$ cat src/rtl/wb_pkg.sv
// Shared types and the load-extension helper for the writeback stage.
package wb_pkg;

    typedef enum logic [2:0] {
        LD_B  = 3'b000,
        LD_H  = 3'b001,
        LD_W  = 3'b010,
        LD_BU = 3'b100,
        LD_HU = 3'b101
    } load_type_e;

    typedef struct packed {
        logic [4:0]  rd;
        logic [31:0] data;
    } wb_entry_t;

    // Byte lanes come from the word offset; halfwords only from off[1].
    function automatic logic [31:0] load_extend(input logic [31:0] word,
                                                input logic [2:0]  funct3,
                                                input logic [1:0]  off);
        logic [7:0]  b;
        logic [15:0] h;
        b = word[{off, 3'b000} +: 8];
        h = off[1] ? word[31:16] : word[15:0];
        case (load_type_e'(funct3))
            LD_B:    return {{24{b[7]}}, b};
            LD_BU:   return {24'h0, b};
            LD_H:    return {{16{h[15]}}, h};
            LD_HU:   return {16'h0, h};
            default: return word;
        endcase
    endfunction

endpackage

$ cat src/rtl/wb_load_fifo.sv
// Load-result FIFO; exposes per-entry valid/rd so the stage can build its hazard mask.
module wb_load_fifo
    import wb_pkg::*;
#(
    parameter int DEPTH = 2
) (
    input  logic                  clk,
    input  logic                  rst,
    input  logic                  push_i,
    input  wb_entry_t             push_entry_i,
    input  logic                  pop_i,
    output wb_entry_t             head_o,
    output logic                  full_o,
    output logic                  empty_o,
    output logic [DEPTH-1:0]      vld_o,
    output logic [DEPTH-1:0][4:0] rd_o
);
    localparam int AW = $clog2(DEPTH);

    logic [AW:0]      wr_ptr_q, wr_ptr_d;
    logic [AW:0]      rd_ptr_q, rd_ptr_d;
    logic [DEPTH-1:0] vld_q, vld_d;
    wb_entry_t        mem_q [DEPTH];
    wb_entry_t        mem_d [DEPTH];
    logic             do_push, do_pop;

    // Extra pointer bit separates full from empty when the indices match.
    assign empty_o = (wr_ptr_q == rd_ptr_q);
    assign full_o  = (wr_ptr_q[AW] != rd_ptr_q[AW]) &&
                     (wr_ptr_q[AW-1:0] == rd_ptr_q[AW-1:0]);
    assign head_o  = mem_q[rd_ptr_q[AW-1:0]];
    assign vld_o   = vld_q;

    always_comb begin
        for (int i = 0; i < DEPTH; i++) begin
            rd_o[i] = mem_q[i].rd;
        end
    end

    always_comb begin
        do_pop   = pop_i && !empty_o;
        do_push  = push_i && (!full_o || do_pop);
        wr_ptr_d = wr_ptr_q;
        rd_ptr_d = rd_ptr_q;
        vld_d    = vld_q;
        mem_d    = mem_q;
        if (do_pop) begin
            vld_d[rd_ptr_q[AW-1:0]] = 1'b0;
            rd_ptr_d = rd_ptr_q + (AW+1)'(1);
        end
        if (do_push) begin
            mem_d[wr_ptr_q[AW-1:0]] = push_entry_i;
            vld_d[wr_ptr_q[AW-1:0]] = 1'b1;
            wr_ptr_d = wr_ptr_q + (AW+1)'(1);
        end
    end

    always_ff @(posedge clk or posedge rst) begin
        if (rst) begin
            wr_ptr_q <= '0;
            rd_ptr_q <= '0;
            vld_q    <= '0;
        end else begin
            wr_ptr_q <= wr_ptr_d;
            rd_ptr_q <= rd_ptr_d;
            vld_q    <= vld_d;
        end
    end

    always_ff @(posedge clk) begin
        mem_q <= mem_d;
    end

endmodule

$ cat src/rtl/wb_stage.sv
// Writeback stage: arbitrates ALU and queued load results onto the register-file write port.
module wb_stage
    import wb_pkg::*;
#(
    parameter int DATA_WIDTH   = 32,
    parameter int LQ_DEPTH     = 2,
    parameter int STARVE_LIMIT = 4
) (
    input  logic                  clk,
    input  logic                  rst,
    input  logic                  alu_valid_i,
    input  logic [4:0]            alu_rd_i,
    input  logic [DATA_WIDTH-1:0] alu_data_i,
    output logic                  alu_stall_o,
    input  logic                  lsu_valid_i,
    output logic                  lsu_ready_o,
    input  logic [4:0]            lsu_rd_i,
    input  logic [DATA_WIDTH-1:0] lsu_data_i,
    input  logic [2:0]            lsu_funct3_i,
    input  logic [1:0]            lsu_off_i,
    output logic                  reg_write_o,
    output logic [4:0]            rd_addr_o,
    output logic [DATA_WIDTH-1:0] rd_data_o,
    output logic [31:0]           pend_mask_o
);
    localparam int SW = $clog2(STARVE_LIMIT + 1);

    logic [SW-1:0]           starve_q, starve_d;
    logic                    reg_write_q, reg_write_d;
    logic [4:0]              rd_addr_q, rd_addr_d;
    logic [DATA_WIDTH-1:0]   rd_data_q, rd_data_d;
    logic                    fifo_full, fifo_empty;
    logic                    push, pop, starved, alu_win;
    wb_entry_t               push_entry, head;
    logic [LQ_DEPTH-1:0]     ent_vld;
    logic [LQ_DEPTH-1:0][4:0] ent_rd;
    logic [31:0]             pend_mask;

    assign lsu_ready_o      = !fifo_full;
    // Loads to x0 complete the handshake but never occupy a slot.
    assign push             = lsu_valid_i && lsu_ready_o && (lsu_rd_i != 5'd0);
    assign push_entry.rd    = lsu_rd_i;
    assign push_entry.data  = load_extend(lsu_data_i, lsu_funct3_i, lsu_off_i);

    assign starved     = !fifo_empty && (starve_q == SW'(STARVE_LIMIT));
    assign alu_win     = alu_valid_i && !starved;
    assign pop         = !alu_win && !fifo_empty;
    assign alu_stall_o = alu_valid_i && !alu_win;

    wb_load_fifo #(.DEPTH(LQ_DEPTH)) u_fifo (
        .clk          (clk),
        .rst          (rst),
        .push_i       (push),
        .push_entry_i (push_entry),
        .pop_i        (pop),
        .head_o       (head),
        .full_o       (fifo_full),
        .empty_o      (fifo_empty),
        .vld_o        (ent_vld),
        .rd_o         (ent_rd)
    );

    always_comb begin
        reg_write_d = 1'b0;
        rd_addr_d   = rd_addr_q;
        rd_data_d   = rd_data_q;
        starve_d    = starve_q;
        if (alu_win) begin
            if (alu_rd_i != 5'd0) begin
                reg_write_d = 1'b1;
                rd_addr_d   = alu_rd_i;
                rd_data_d   = alu_data_i;
            end
        end else if (pop) begin
            reg_write_d = 1'b1;
            rd_addr_d   = head.rd;
            rd_data_d   = head.data;
        end
        // Counter only measures how long the current head has been waiting.
        if (fifo_empty || pop) begin
            starve_d = '0;
        end else if (alu_win && (starve_q != SW'(STARVE_LIMIT))) begin
            starve_d = starve_q + SW'(1);
        end
    end

    always_ff @(posedge clk or posedge rst) begin
        if (rst) begin
            reg_write_q <= 1'b0;
            rd_addr_q   <= '0;
            rd_data_q   <= '0;
            starve_q    <= '0;
        end else begin
            reg_write_q <= reg_write_d;
            rd_addr_q   <= rd_addr_d;
            rd_data_q   <= rd_data_d;
            starve_q    <= starve_d;
        end
    end

    always_comb begin
        pend_mask = '0;
        for (int i = 0; i < LQ_DEPTH; i++) begin
            if (ent_vld[i]) pend_mask[ent_rd[i]] = 1'b1;
        end
        if (reg_write_q) pend_mask[rd_addr_q] = 1'b1;
        pend_mask[0] = 1'b0;
    end

    assign reg_write_o = reg_write_q;
    assign rd_addr_o   = rd_addr_q;
    assign rd_data_o   = rd_data_q;
    assign pend_mask_o = pend_mask;

endmodule

$ cat config.mk
export PLATFORM = sky130hd
export DESIGN_NAME = wb_stage
export DESIGN_NICKNAME = d
export VERILOG_FILES = /design/src/rtl/wb_pkg.sv /design/src/rtl/wb_load_fifo.sv /design/src/rtl/wb_stage.sv
export SDC_FILE = /design/constraint.sdc
export NUM_CORES = 1
export LEC_CHECK = 0
export BUFFER_PORTS_ARGS = -buffer_cell sky130_fd_sc_hd__buf_2
export CORE_MARGIN = 4
export CORE_UTILIZATION = 59
export CTS_CLUSTER_DIAMETER = 40
export DETAILED_ROUTE_END_ITERATION = 12
export HOLD_SLACK_MARGIN = 0.12
export PLACE_DENSITY = 0.95
export SYNTH_ARGS = -nofsm -noshare
export SYNTH_HDL_FRONTEND = slang
export SYNTH_SLANG_ARGS = --single-unit
$ cat constraint.sdc
create_clock -name clk -period 7.6 [get_ports clk]
set_clock_uncertainty 0.1 [all_clocks]
set_input_delay 0.38 -clock clk [delete_from_list [all_inputs] [get_ports clk]]
set_output_delay 0.38 -clock clk [all_outputs]
set_load 0.1 [all_outputs]
---- Word level (Yosys, flattened, before mapping) ----
Index checks and enable logic that the tools add are counted.
cells by class
  add/subtract/negate cells ............... 3
  magnitude comparators ................... 13
  eq/ne operators ......................... 9
  shift operators ......................... 1
  multiplexer cells ....................... 34
  bitwise gates (word level) .............. 7
  reduce and logical (&&, ||, !) cells .... 28
operators with widths
  cell                                                                    count
  32-bit 2-to-1 mux                                                       6
  37-bit 2-to-1 mux                                                       4
  32-bit case mux with 4 select lines                                     1
  74-bit bitwise mux                                                      1
  32-bit bitwise OR                                                       2
  37-bit demux with 1-bit select                                          1
  32-bit by 6-bit indexed part select with 8-bit output                   1
  5-bit by 6-bit < comparator with 1-bit output (second input constant)   3
  1-bit logical AND                                                       16
  16-bit 2-to-1 mux                                                       1
  1-bit demux with 5-bit select                                           3
  5-bit by 1-bit >= comparator with 1-bit output (second input constant)  3
  5-bit 2-to-1 mux                                                        3
  5-bit nonzero test                                                      2
  3-bit == test (second input constant)                                   3
  1-bit 2-to-1 mux                                                        8
  3-bit 2-to-1 mux                                                        2
  2-bit by 1-bit adder with 2-bit output (second input constant)          2
  2-bit >= comparator (second input constant)                             2
  1-bit zero test                                                         4
  1-bit by 2-bit < comparator with 1-bit output (second input constant)   2
  2-bit 2-to-1 mux                                                        2
  1-bit NOT with 2-bit output                                             2
  2-bit nonzero test                                                      2
  16 further kinds                                                        19
word-level totals
  register bits ........................... 121
  input port bits ......................... 83
  output and inout port bits .............. 72

---- Longest topological paths before layout ----
  depth in word-level cells ............... 11
  gate-level depth with buffers ........... 8
  gate-level depth less buffers ........... 6

---- Modules after synthesis ----
A second synthesis with hierarchy kept.
second synthesis, totals
  cells, all modules ...................... 712
  area, all modules ....................... 7393.3 µm²
by module, submodules not included
  module        times used  cells an instance  area an instance (µm²)
  wb_stage      1           543                4264.1
  wb_load_fifo  1           169                3129.3

---- Worst setup path before layout ----
OpenSTA, ideal clock, no wires.
  path kind ............................... register to register
  from .................................... register u_fifo.rd_ptr_q[1]
  to ...................................... register u_fifo.mem_q[37] (netlist bit), enable pin
  library setup time ...................... 0.431 ns
  data arrival time ....................... 3.553 ns
  setup slack ............................. 3.515 ns
  cell stages (with the launch flop) ...... 5
  buffers on the path ..................... 0
  path through ............................ dfrtp_1 > xnor2_1 > nand2b_1 > o211ai_1 > nor2_1
between the ends
  elaborated cells between the ends (all ways) .. 15
  classes of those cells .................. 2 x eq/ne; 13 x reduce/logical
RTL lines
  what                            RTL line            text
  start: declaration              wb_load_fifo.sv:21  logic [AW:0] rd_ptr_q, rd_ptr_d;
  start signal: assignment        wb_load_fifo.sv:65  rd_ptr_q <= rd_ptr_d;
  1-bit != test *                 wb_load_fifo.sv:29  assign full_o = (wr_ptr_q[AW] != rd_ptr_q[AW]) &&
  1-bit logical AND *             wb_load_fifo.sv:29
  1-bit zero test *               wb_stage.sv:39      assign lsu_ready_o = !fifo_full;
  named net lsu_ready_o           wb_stage.sv:16      output logic lsu_ready_o,
  1-bit logical AND (2 in a row)  wb_stage.sv:41      assign push = lsu_valid_i && lsu_ready_o && (lsu_rd_i != 5'd0);
  1-bit logical AND *             wb_load_fifo.sv:42  do_push = push_i && (!full_o || do_pop);
  end signal: assignment          wb_load_fifo.sv:71  mem_q <= mem_d;
  end: declaration                wb_load_fifo.sv:23  wb_entry_t mem_q [DEPTH];
The timed path passes the listed nets; every way through them passes the cells marked *.
A chain may end at the register's enable or synchronous reset.

---- Worst setup path after layout ----
  from .................................... register u_fifo.rd_ptr_q[0]
  to ...................................... register u_fifo.mem_q[55] (netlist bit), enable pin
between the ends
  longest elaborated chain between the ends .. 10
  elaborated cells between the ends (all ways) .. 15
  classes of those cells .................. 2 x eq/ne; 13 x reduce/logical
ends and longest elaborated chain
  what                 RTL line                                            text
  2-bit == test        wb_load_fifo.sv:28                                  assign empty_o = (wr_ptr_q == rd_ptr_q);
  1-bit zero test      wb_load_fifo.sv:41, wb_stage.sv:45, wb_stage.sv:47
  1-bit logical AND    wb_stage.sv:45                                      assign starved = !fifo_empty && (starve_q == SW'(STARVE_LIMIT));
  1-bit zero test      wb_stage.sv:46                                      assign alu_win = alu_valid_i && !starved;
  1-bit logical AND    wb_stage.sv:46
  1-bit zero test      wb_stage.sv:47                                      assign pop = !alu_win && !fifo_empty;
  1-bit logical AND    wb_stage.sv:47
  1-bit logical AND    wb_load_fifo.sv:41                                  do_pop = pop_i && !empty_o;
  1-bit logical OR     wb_load_fifo.sv:42
  1-bit logical AND *  wb_load_fifo.sv:42
Mark *: on every way between the ends. The rest lies on a longest branch, timed or not.

==> run summary <==
Final worst path period need: 3290 ps
Clk sinks: 121
Synth Flop Type: edfxtp_1
Hold Path Depth: 3
PostCTS Resize Cnt: 0
Run status: finished clean
Clk buf depth: 2
Routed Antenna Nets: 0
Crit Path Class: flop to flop
Fraction of layout cells with a size suffix above 1: 23.6%
Nets: 903
Synth cell types: 44
Pin count of the biggest net entering global routing: 48
Ys async rst share: 38.8%
Syn nets: 768
Initial Util: 61.1%
HP Start: lsu_data_i[23]
Num rows: 38
Initial antenna violation count: 1
R2r startpoint: u_fifo.rd_ptr_q[0]$_DFFE_PP0P_
Die W: 115 um
Grt ovf: 0
Top post-synthesis cells by area: edfxtp_1, dfrtp_1, mux2i_1, nand2_1, nand2b_1
Core region area: 11,000 um2
Yosys warns: 0
FF+latch count, synth: 121
NetSw: 0.00216 W
Count of final max-slew check failures: 0
DR pass1 iterations: 6
Die height: 115 um
Routed wire per std cell: 19.0 um
Synthesized area per cell: 9.82 um2
Final hold vios: 0
Final worst setup slack: 4310 ps
CP Max Fanout: 41
First-pass GRT wire length: 29.1 mm
Most frequent cells in the layout: nand2_1, buf_2, mux2i_1
Routability cong.: 0.963
Switching share of power: 53.5%
Seq pwr share: 29.3%
Worst R2R Setup Slack: 4310 ps
Yosys top cell by area: edfxtp_1
Worst slew pin tran: 1240 ps
Data arrival time of the critical path: 3210 ps
DRC violation total after the first TritonRoute iteration: 757
PortBufs: 153
Synthesis-to-finish area growth: 20.3%
Mapped Area: 6710 um2
CP required: 7520 ps
Slew headroom: 17.7%
Die area: 13,100 um2
Gr usage total: 28.7%
Routed via count: 5,788
Lkg Pwr: 3.94 nW
Fill count: 710
CTS HTree Levels: 4
Clock power frac: 18.6%
RSZ-0062 raised after global routing: no
Top cell type's share of synthesized area: 33.1%
Max-Cap Viols: 0
Worst skew pair latency: 410 ps
Setup WS pre-CTS: 4430 ps
EDFF count, synth: 74
CTS Buf Count: 17
Sequential share of the synthesized area: 50.7%
Crit. End Element: flop
Post-Synthesis Cells: 683
Pwr per Cell Area: 501 nW/um2
R2R cell count: 4
Vias/cell: 5.95
Final-report setup violation count: 0
Reg clk slew, reported paths: 60 ps
Internal Power: 0.00188 W
Fmax: 304 MHz
Worst IR drop on VDD: 0.494 mV
Comb pwr share: 52.1%
Fin Setup TNS: 0 ps
CTS Root Cell: clkbuf_16
Most common cell after layout, fill and taps aside: nand2_1
WL final: 18.5 mm
Io pins: 155
Hold Path Sink: u_fifo.mem_q[23]$_DFFE_PP_
Startpoint types: flop
Worst flop-to-flop path endpoint: u_fifo.mem_q[55]$_DFFE_PP_
Fin crit share: 43.3%
CTS tree: built
Vias in the first global route: 5,631
# DRC: 0
Detailed placement HPWL: 12.0 mm
Worst Hold Class: primary input to flop
==> synthesized netlist by cell type (all sizes together) (5+ instances only) <==
library cell  count
nand2           165
mux2i            76
edfxtp           74
inv              49
dfrtp            47
nand2b           43
o22ai            38
a22oi            29
clkbuf           25
buf              22
nor2             16
nor3             15
o21ai            12
a21oi            10
a221o             9
nor3b             9
and3              8
xnor2             5
==> metrics by stage <==
stage / std cells / utilization (%) / hold slack [ps] / total power (W) / instance area [um2]
floorplan: 683 / - / 338 / 0.00288 / 6710
global placement: 933 / 67.8 / 355 / 0.00320 / 7450
detailed placement: 933 / 67.8 / 360 / 0.00324 / 7450
CTS: 971 / 73.4 / 191 / 0.00403 / 8060
global route: 973 / 73.5 / 220 / 0.00420 / 8070
finish: 973 / 73.5 / 206 / 0.00405 / 8070
==> state kept, by name, summed over array words and instances, names as in the netlist <==
name and flops:
u_fifo.rd_ptr_q 2, u_fifo.mem_q 64, rd_addr_o 5, u_fifo.vld_o 2, u_fifo.rd_o 10, starve_q 3, reg_write_o 1, u_fifo.wr_ptr_q 2
rd_data_o 32
==> power groups by stage <==
stage	combinational, W	clock [W]	sequential [W]
6_report	0.00211	0.000753	0.00118
4_1_cts	0.00210	0.000755	0.00118
2_1_floorplan	0.00106	0	0.00182
3_3_place_gp	0.00204	0	0.00116
3_5_place_dp	0.00206	0	0.00118
5_1_grt	0.00220	0.000787	0.00121
==> worst max-delay path: stages, from the launching register on <==
cell and delay (ps):
dfrtp_2 1180, xnor2_2 300, nand2b_1 210, o211ai_1 230
nor2_4 840
==> metal layers <==
layer  part of all wire [%]  up-vias  track usage (%)
met5                      0        -                0
met4                    2.3        0             10.9
met3                    9.6       42             5.44
met2                     49      368             47.7
met1                     39     2710             37.4
li1                       -     2668                -
==> area by class of cell <==
cell class / instances / area (um2) / area share (%)
inverter: 49 / 184 / 2.28
clock buffer: 21 / 460 / 5.71
sequential: 121 / 3400 / 42.1
clock inverter: 11 / 97.6 / 1.21
timing repair buffer: 163 / 856 / 10.6
multi-input combinational: 466 / 2890 / 35.8
antenna: 2 / 5.00 / 0.0620
tap: 140 / 175 / 2.17
==> worst max-delay path by stage <==
stage	startpoint	endpoint	slack, ps	cells after the start
floorplan	u_fifo.rd_ptr_q[1]$_DFFE_PP0P_	u_fifo.mem_q[37]$_DFFE_PP_	3520	4
global placement	u_fifo.rd_ptr_q[0]$_DFFE_PP0P_	u_fifo.mem_q[56]$_DFFE_PP_	4540	4
detailed placement	u_fifo.rd_ptr_q[0]$_DFFE_PP0P_	u_fifo.mem_q[60]$_DFFE_PP_	4430	4
CTS	u_fifo.rd_ptr_q[0]$_DFFE_PP0P_	u_fifo.mem_q[55]$_DFFE_PP_	4340	4
global route	u_fifo.rd_ptr_q[0]$_DFFE_PP0P_	u_fifo.mem_q[55]$_DFFE_PP_	4170	4
finish	u_fifo.rd_ptr_q[0]$_DFFE_PP0P_	u_fifo.mem_q[55]$_DFFE_PP_	4310	4
==> timing repair <==
action	in CTS	in global routing
endpoints found under the hold margin	57	0
hold buffers	6	0
setup buffers	0	0
==> cell families (layout without fill, tap and decap cells) <==
logic type / Yosys count / in the layout / share of synthesized area (%)
xor gates and xnor gates: 6 / 6 / 0.896
AOI/OAI and AO/OA: 112 / 112 / 11.8
other: 1 / 3 / 0.0559
and+or+nand+nor: 269 / 269 / 18.5
buffers and inverters: 96 / 244 / 6.44
muxes: 76 / 76 / 11.3
adders and majority gates: 2 / 2 / 0.373
DFF: 121 / 121 / 50.7
No activity file was read; power rests on OpenSTA's default activity.
